$ cat config.mk
export PLATFORM = sky130hd
export DESIGN_NAME = onehot_pos_serializer
export DESIGN_NICKNAME = d
export VERILOG_FILES = /design/src/rtl/onehot_pos_serializer.sv
export SDC_FILE = /design/constraint.sdc
export NUM_CORES = 1
export LEC_CHECK = 0
export ABC_CLOCK_PERIOD_IN_PS = 6200
export CAP_MARGIN = 0
export CORE_MARGIN = 8
export CORE_UTILIZATION = 46
export DETAILED_ROUTE_END_ITERATION = 10
export PLACE_DENSITY = 0.82
export SYNTH_ARGS = -nofsm -noshare
export SYNTH_HDL_FRONTEND = slang
export SYNTH_SLANG_ARGS = --single-unit
export TNS_END_PERCENT = 30
$ cat constraint.sdc
create_clock -name clk_i -period 6.2 [get_ports clk_i]
set_input_delay 1.24 -clock clk_i [delete_from_list [all_inputs] [get_ports clk_i]]
set_output_delay 1.24 -clock clk_i [all_outputs]
set_load 0.05 [all_outputs]
$ cat src/rtl/onehot_pos_serializer.sv
// Bit-mask to bit-position serializer.
// Accepts a Width-bit mask and emits the index of every set bit, lowest first,
// one index per pos_valid_o/pos_ready_i handshake.
// Ports:
//   clk_i, rst_ni         clock, asynchronous active-low reset
//   flush_i               synchronous abort of the mask in flight
//   mask_valid_i/_ready_o mask input handshake, mask_i payload
//   pos_valid_o/_ready_i  position output handshake
//   pos_o                 index of lowest remaining set bit
//   pos_last_o            pos_o is the final set bit of the mask
//   beat_idx_o            0-based ordinal of pos_o within the mask
//   busy_o                a mask is being scanned
module onehot_pos_serializer #(
    parameter int unsigned  Width    = 32,
    localparam int unsigned PosWidth = $clog2(Width)
) (
    input  logic                clk_i,
    input  logic                rst_ni,
    input  logic                flush_i,
    input  logic                mask_valid_i,
    output logic                mask_ready_o,
    input  logic [Width-1:0]    mask_i,
    output logic                pos_valid_o,
    input  logic                pos_ready_i,
    output logic [PosWidth-1:0] pos_o,
    output logic                pos_last_o,
    output logic [PosWidth:0]   beat_idx_o,
    output logic                busy_o
);

    localparam int unsigned BeatW = PosWidth + 1;

    typedef enum logic {
        IDLE = 1'b0,
        SCAN = 1'b1
    } state_e;

    state_e             state_q, state_d;
    logic [Width-1:0]   mask_q, mask_d;
    logic [BeatW-1:0]   beat_q, beat_d;
    logic               one_left;

    // Index of the lowest set bit; 0 for an empty mask.
    function automatic logic [PosWidth-1:0] lowest_set(input logic [Width-1:0] m);
        logic [PosWidth-1:0] idx;
        idx = '0;
        for (int i = int'(Width) - 1; i >= 0; i--) begin
            if (m[i]) idx = PosWidth'(i);
        end
        return idx;
    endfunction

    // Exactly one bit left: clearing the lowest set bit leaves nothing.
    assign one_left = (mask_q != '0) && ((mask_q & (mask_q - Width'(1))) == '0);

    // Outputs depend only on registered state, except flush_i gating acceptance.
    assign mask_ready_o = (state_q == IDLE) && !flush_i;
    assign pos_valid_o  = (state_q == SCAN);
    assign busy_o       = (state_q == SCAN);
    assign pos_o        = lowest_set(mask_q);
    assign pos_last_o   = (state_q == SCAN) && one_left;
    assign beat_idx_o   = beat_q;

    // State register.
    always_ff @(posedge clk_i or negedge rst_ni) begin
        if (!rst_ni) begin
            state_q <= IDLE;
            mask_q  <= '0;
            beat_q  <= '0;
        end else begin
            state_q <= state_d;
            mask_q  <= mask_d;
            beat_q  <= beat_d;
        end
    end

    // Next-state logic.
    always_comb begin
        state_d = state_q;
        mask_d  = mask_q;
        beat_d  = beat_q;
        case (state_q)
            IDLE: begin
                // An all-zero mask is consumed without leaving IDLE.
                if (mask_valid_i && mask_ready_o && (mask_i != '0)) begin
                    mask_d  = mask_i;
                    beat_d  = '0;
                    state_d = SCAN;
                end
            end
            SCAN: begin
                if (flush_i) begin
                    mask_d  = '0;
                    beat_d  = '0;
                    state_d = IDLE;
                end else if (pos_ready_i) begin
                    mask_d = mask_q & (mask_q - Width'(1));
                    if (one_left) begin
                        // Counter returns to 0 so beat_idx_o reads 0 while idle.
                        beat_d  = '0;
                        state_d = IDLE;
                    end else begin
                        beat_d = beat_q + BeatW'(1);
                    end
                end
            end
            default: begin
                state_d = IDLE;
                mask_d  = '0;
                beat_d  = '0;
            end
        endcase
    end

endmodule

==> key figures <==
Floorplanning
  – Row count: 28
  – Die Height: 93.2 µm
  – Starting Density: 46.9%
  – Die ar.: 0.00869 mm²
  – Die X: 93.2 µm
  – Core box area: 0.00585 mm²
  – I/O pin total: 52

Worst setup path
  – CP Capture Type: primary output
  – Critical Setup Path Class: register to primary output
  – WP data required: 4.96 ns
  – Crit path max fanout: 13
  – Reg2reg path depth: 7
  – R2R Path Start: mask_q[5]
  – R2R Path End: beat_idx_o[3]
  – Top delay family on crit path: simple AND/OR/NAND/NOR gates
  – Crit-path max cell delay: 0.83 ns
  – Critical-path top delay cell: clkdlybuf4s50_1
  – Critical Path Start Type: register
  – Arrival time of the worst setup path: 3.82 ns
  – CP Cell Sequence: nor4_4, nand4_2, or3_4, o32a_1, a211oi_4, and3_1, clkdlybuf4s50_1
  – Critical path buffers and inverters: 1
  – Register-to-register setup slack: 3.23 ns

GRT
  – Largest net degree at the start of global routing: 40
  – Number of global-route vias before repair: 2684
  – Grt ovf: 0
  – First-pass GRT wire length: 13200 µm
  – Initial antenna violation count: 0
  – Gr usage total: 18.6%

Routing
  – Avg WL per Cell: 18.4 µm
  – Vias per Instance: 6.43
  – Vias: 2797
  – # DRC: 0
  – WL final: 8010 µm
  – DRT iter0 DRCs: 294
  – Post-DRT Antenna Nets: 0
  – Initial DRT Pass Iterations: 5

Power
  – Leak: 0.00133 µW
  – Power Density: 293 mW/mm²
  – Switching Share: 40.8%
  – Combinational Power Share: 38.9%
  – NetSw: 403 µW
  – Internal power: 584 µW
  – Share of power burned in registers: 38.6%
  – Max VDD drop: 0.157 mV
  – Clock Power Share: 22.6%

Run
  – Max-cap violations: 0

Clock network
  – Clock Latency Late Sink: 0.30 ns
  – Root buffer cell: clkbuf_8
  – Max clock buf depth: 2
  – Hold buffers post-CTS: 0
  – Resize count post-CTS: 0
  – Clock buffer count from CTS: 5
  – Clock sink count: 39
  – TritonCTS clock tree: done
  – Max H-tree Level: 2
  – Post-CTS setup buffer count: 0
  – CTS clk-pin slew, worst paths: 0.08 ns

Yosys
  – Synth Area in Adders: 0.822%
  – Most frequently used flop master after synthesis: dfrtp_1
  – Dominant cell type by area after synthesis: dfrtp_1
  – Register area share after synthesis: 35.6%
  – FFs w/ async S/R, synth: 100%
  – Most frequent cell after synthesis: dfrtp_1
  – Mapped cell area: 0.00274 mm²
  – Synth cell count leaders: dfrtp_1 (39), nand2_1 (34), o21ai_0 (31), a22o_1 (26), nor2_1 (23)
  – Synth warn: 0
  – Main combinational cell family by area after synthesis: compound AO/OA/AOI/OAI gates
  – Post-Syn Instances: 324
  – Post-Synth Simple-Gate Area: 24.9%
  – Post-synthesis compound-gate area fraction: 32.8%
  – Share of the synthesized area in the top cell type: 35.6%
  – Number of flops mapped to enable cells by yosys: 0
  – Top cells by area, synth: dfrtp_1 (36%), a22o_1 (8.3%), o21ai_0 (5.7%), nand2_1 (4.7%), a21oi_1 (3.7%)
  – Mux cell area share after synthesis: 0%
  – Synthesized area per cell: 8.46 µm²
  – Flops & latches, synth: 39
  – Net count after synthesis: 362
  – Synth unique cells: 57
  – XOR/XNOR Fraction of Synth Area: 0.639%

STA
  – RSZ-0062 raised after global routing: false
  – Sum Neg Setup Slack: 0 ns
  – Setup Skew: 0.00855 ns
  – Final Setup Violations: 0
  – Min Hold Slack: 0.565 ns
  – Fmax: 198 MHz
  – Max Slew Vio Count: 0
  – Setup ws final: 1.14 ns
  – Fin crit period: 5.06 ns
  – Rel. slew slack: 30.2%
  – Tcrit/Tclk final: 81.6%
  – Worst-margin pin slew: 1.05 ns
  – Final hold violation count: 0

Status
  – Outcome: completed

Cells and area
  – Area Overhead vs Synth: 22.7%
  – Cell Count, Final, Fillers Out: 435
  – Finished Cell Area: 0.00336 mm²
  – Ant. Diodes: 0
  – Fillers: 517
  – Share of layout cells above drive strength 1: 8.61%
  – Fin nets: 397

Worst hold path
  – Hold Crit Endpoint: beat_idx_o[5]
  – Hold Crit Class: register to register
  – Hold path start: beat_idx_o[5]
  – Hold depth: 2

Place
  – Hpwl dp: 5760 µm
  – DP Cell Count: 427
  – Pre-CTS setup slack: 1.51 ns
  – Cell Area, Placed: 0.00325 mm²
  – RePlAce Congestion: 0.935
  – Buffers added on ports: 51
-- how the worst max path moves through the flow --
stage / from / end / cells after the start
after floorplan: mask_q[4] / pos_last_o / 8
after global placement: mask_q[1] / pos_last_o / 7
after detailed placement: mask_q[5] / pos_last_o / 7
after CTS: mask_q[5] / pos_last_o / 7
after global routing: mask_q[5] / pos_last_o / 7
final: mask_q[5] / pos_last_o / 7
-- routing by layer --
metal  up-vias  global-route usage [%]  wire [µm]
met3        12                    5.13        611
met2       118                    28.9       3700
met1      1356                    24.9       3600
met4         0                    4.97         99
met5         -                       0          0
li1       1311                       -          -
-- logic make-up after synthesis --
kind of cell / count (synthesis)
simple gates: 125
compound gates: 122
fa+ha+maj: 2
flops: 39
buf+inv: 34
xor+xnor: 2
-- final cells by class --
type                            count  area [µm²]  area share [%]
Multi-Input combinational cell    251        1620            48.2
Sequential cell                    39         976            29.0
Timing Repair Buffer               53         520            15.5
Tap cell                           75        93.8            2.79
Clock buffer                        6        82.6            2.46
Clock inverter                      2        35.0            1.04
Inverter                            9        33.8            1.00
-- layout by cell type (no fill, tap or decap), types with 5 or more instances in the layout --
cell type	n
nor2_1	23
nand2_1	34
o21ai_0	31
nor3_1	18
a22o_1	26
nand3_1	7
nor4_1	14
clkdlybuf4s50_1	50
a21oi_1	20
a21o_1	5
o31ai_1	5
clkbuf_8	6
dfrtp_1	39
inv_1	9
-- stage by stage --
step / power [µW] / util [%]
after CTS: 986 / 57.5
after floorplan: 643 / -
after global routing: 1050 / 57.5
after global placement: 756 / 55.5
after detailed placement: 761 / 55.5
final: 987 / 57.5
-- power groups by stage --
stage | clock network (µW) | logic (µW) | registers, µW
finish | 223 | 384 | 380
global route | 237 | 422 | 387
CTS | 227 | 382 | 377
detailed placement | 0 | 380 | 381
global placement | 0 | 377 | 379
floorplan | 0 | 300 | 343
-- flip-flops by register name, summed over array words and instances (netlist names) --
signal / flops
beat_idx_o: 6
busy_o: 1
mask_q: 32
-- worst min-delay path: cells and delay by family (launching register included) --
| family | cells | cell delay (ns) |
|---|---|---|
| xor+xnor | 1 | 0.12 |
| flops | 1 | 0.37 |
| compound gates | 1 | 0.04 |
(Power assumes the default switching activity.)
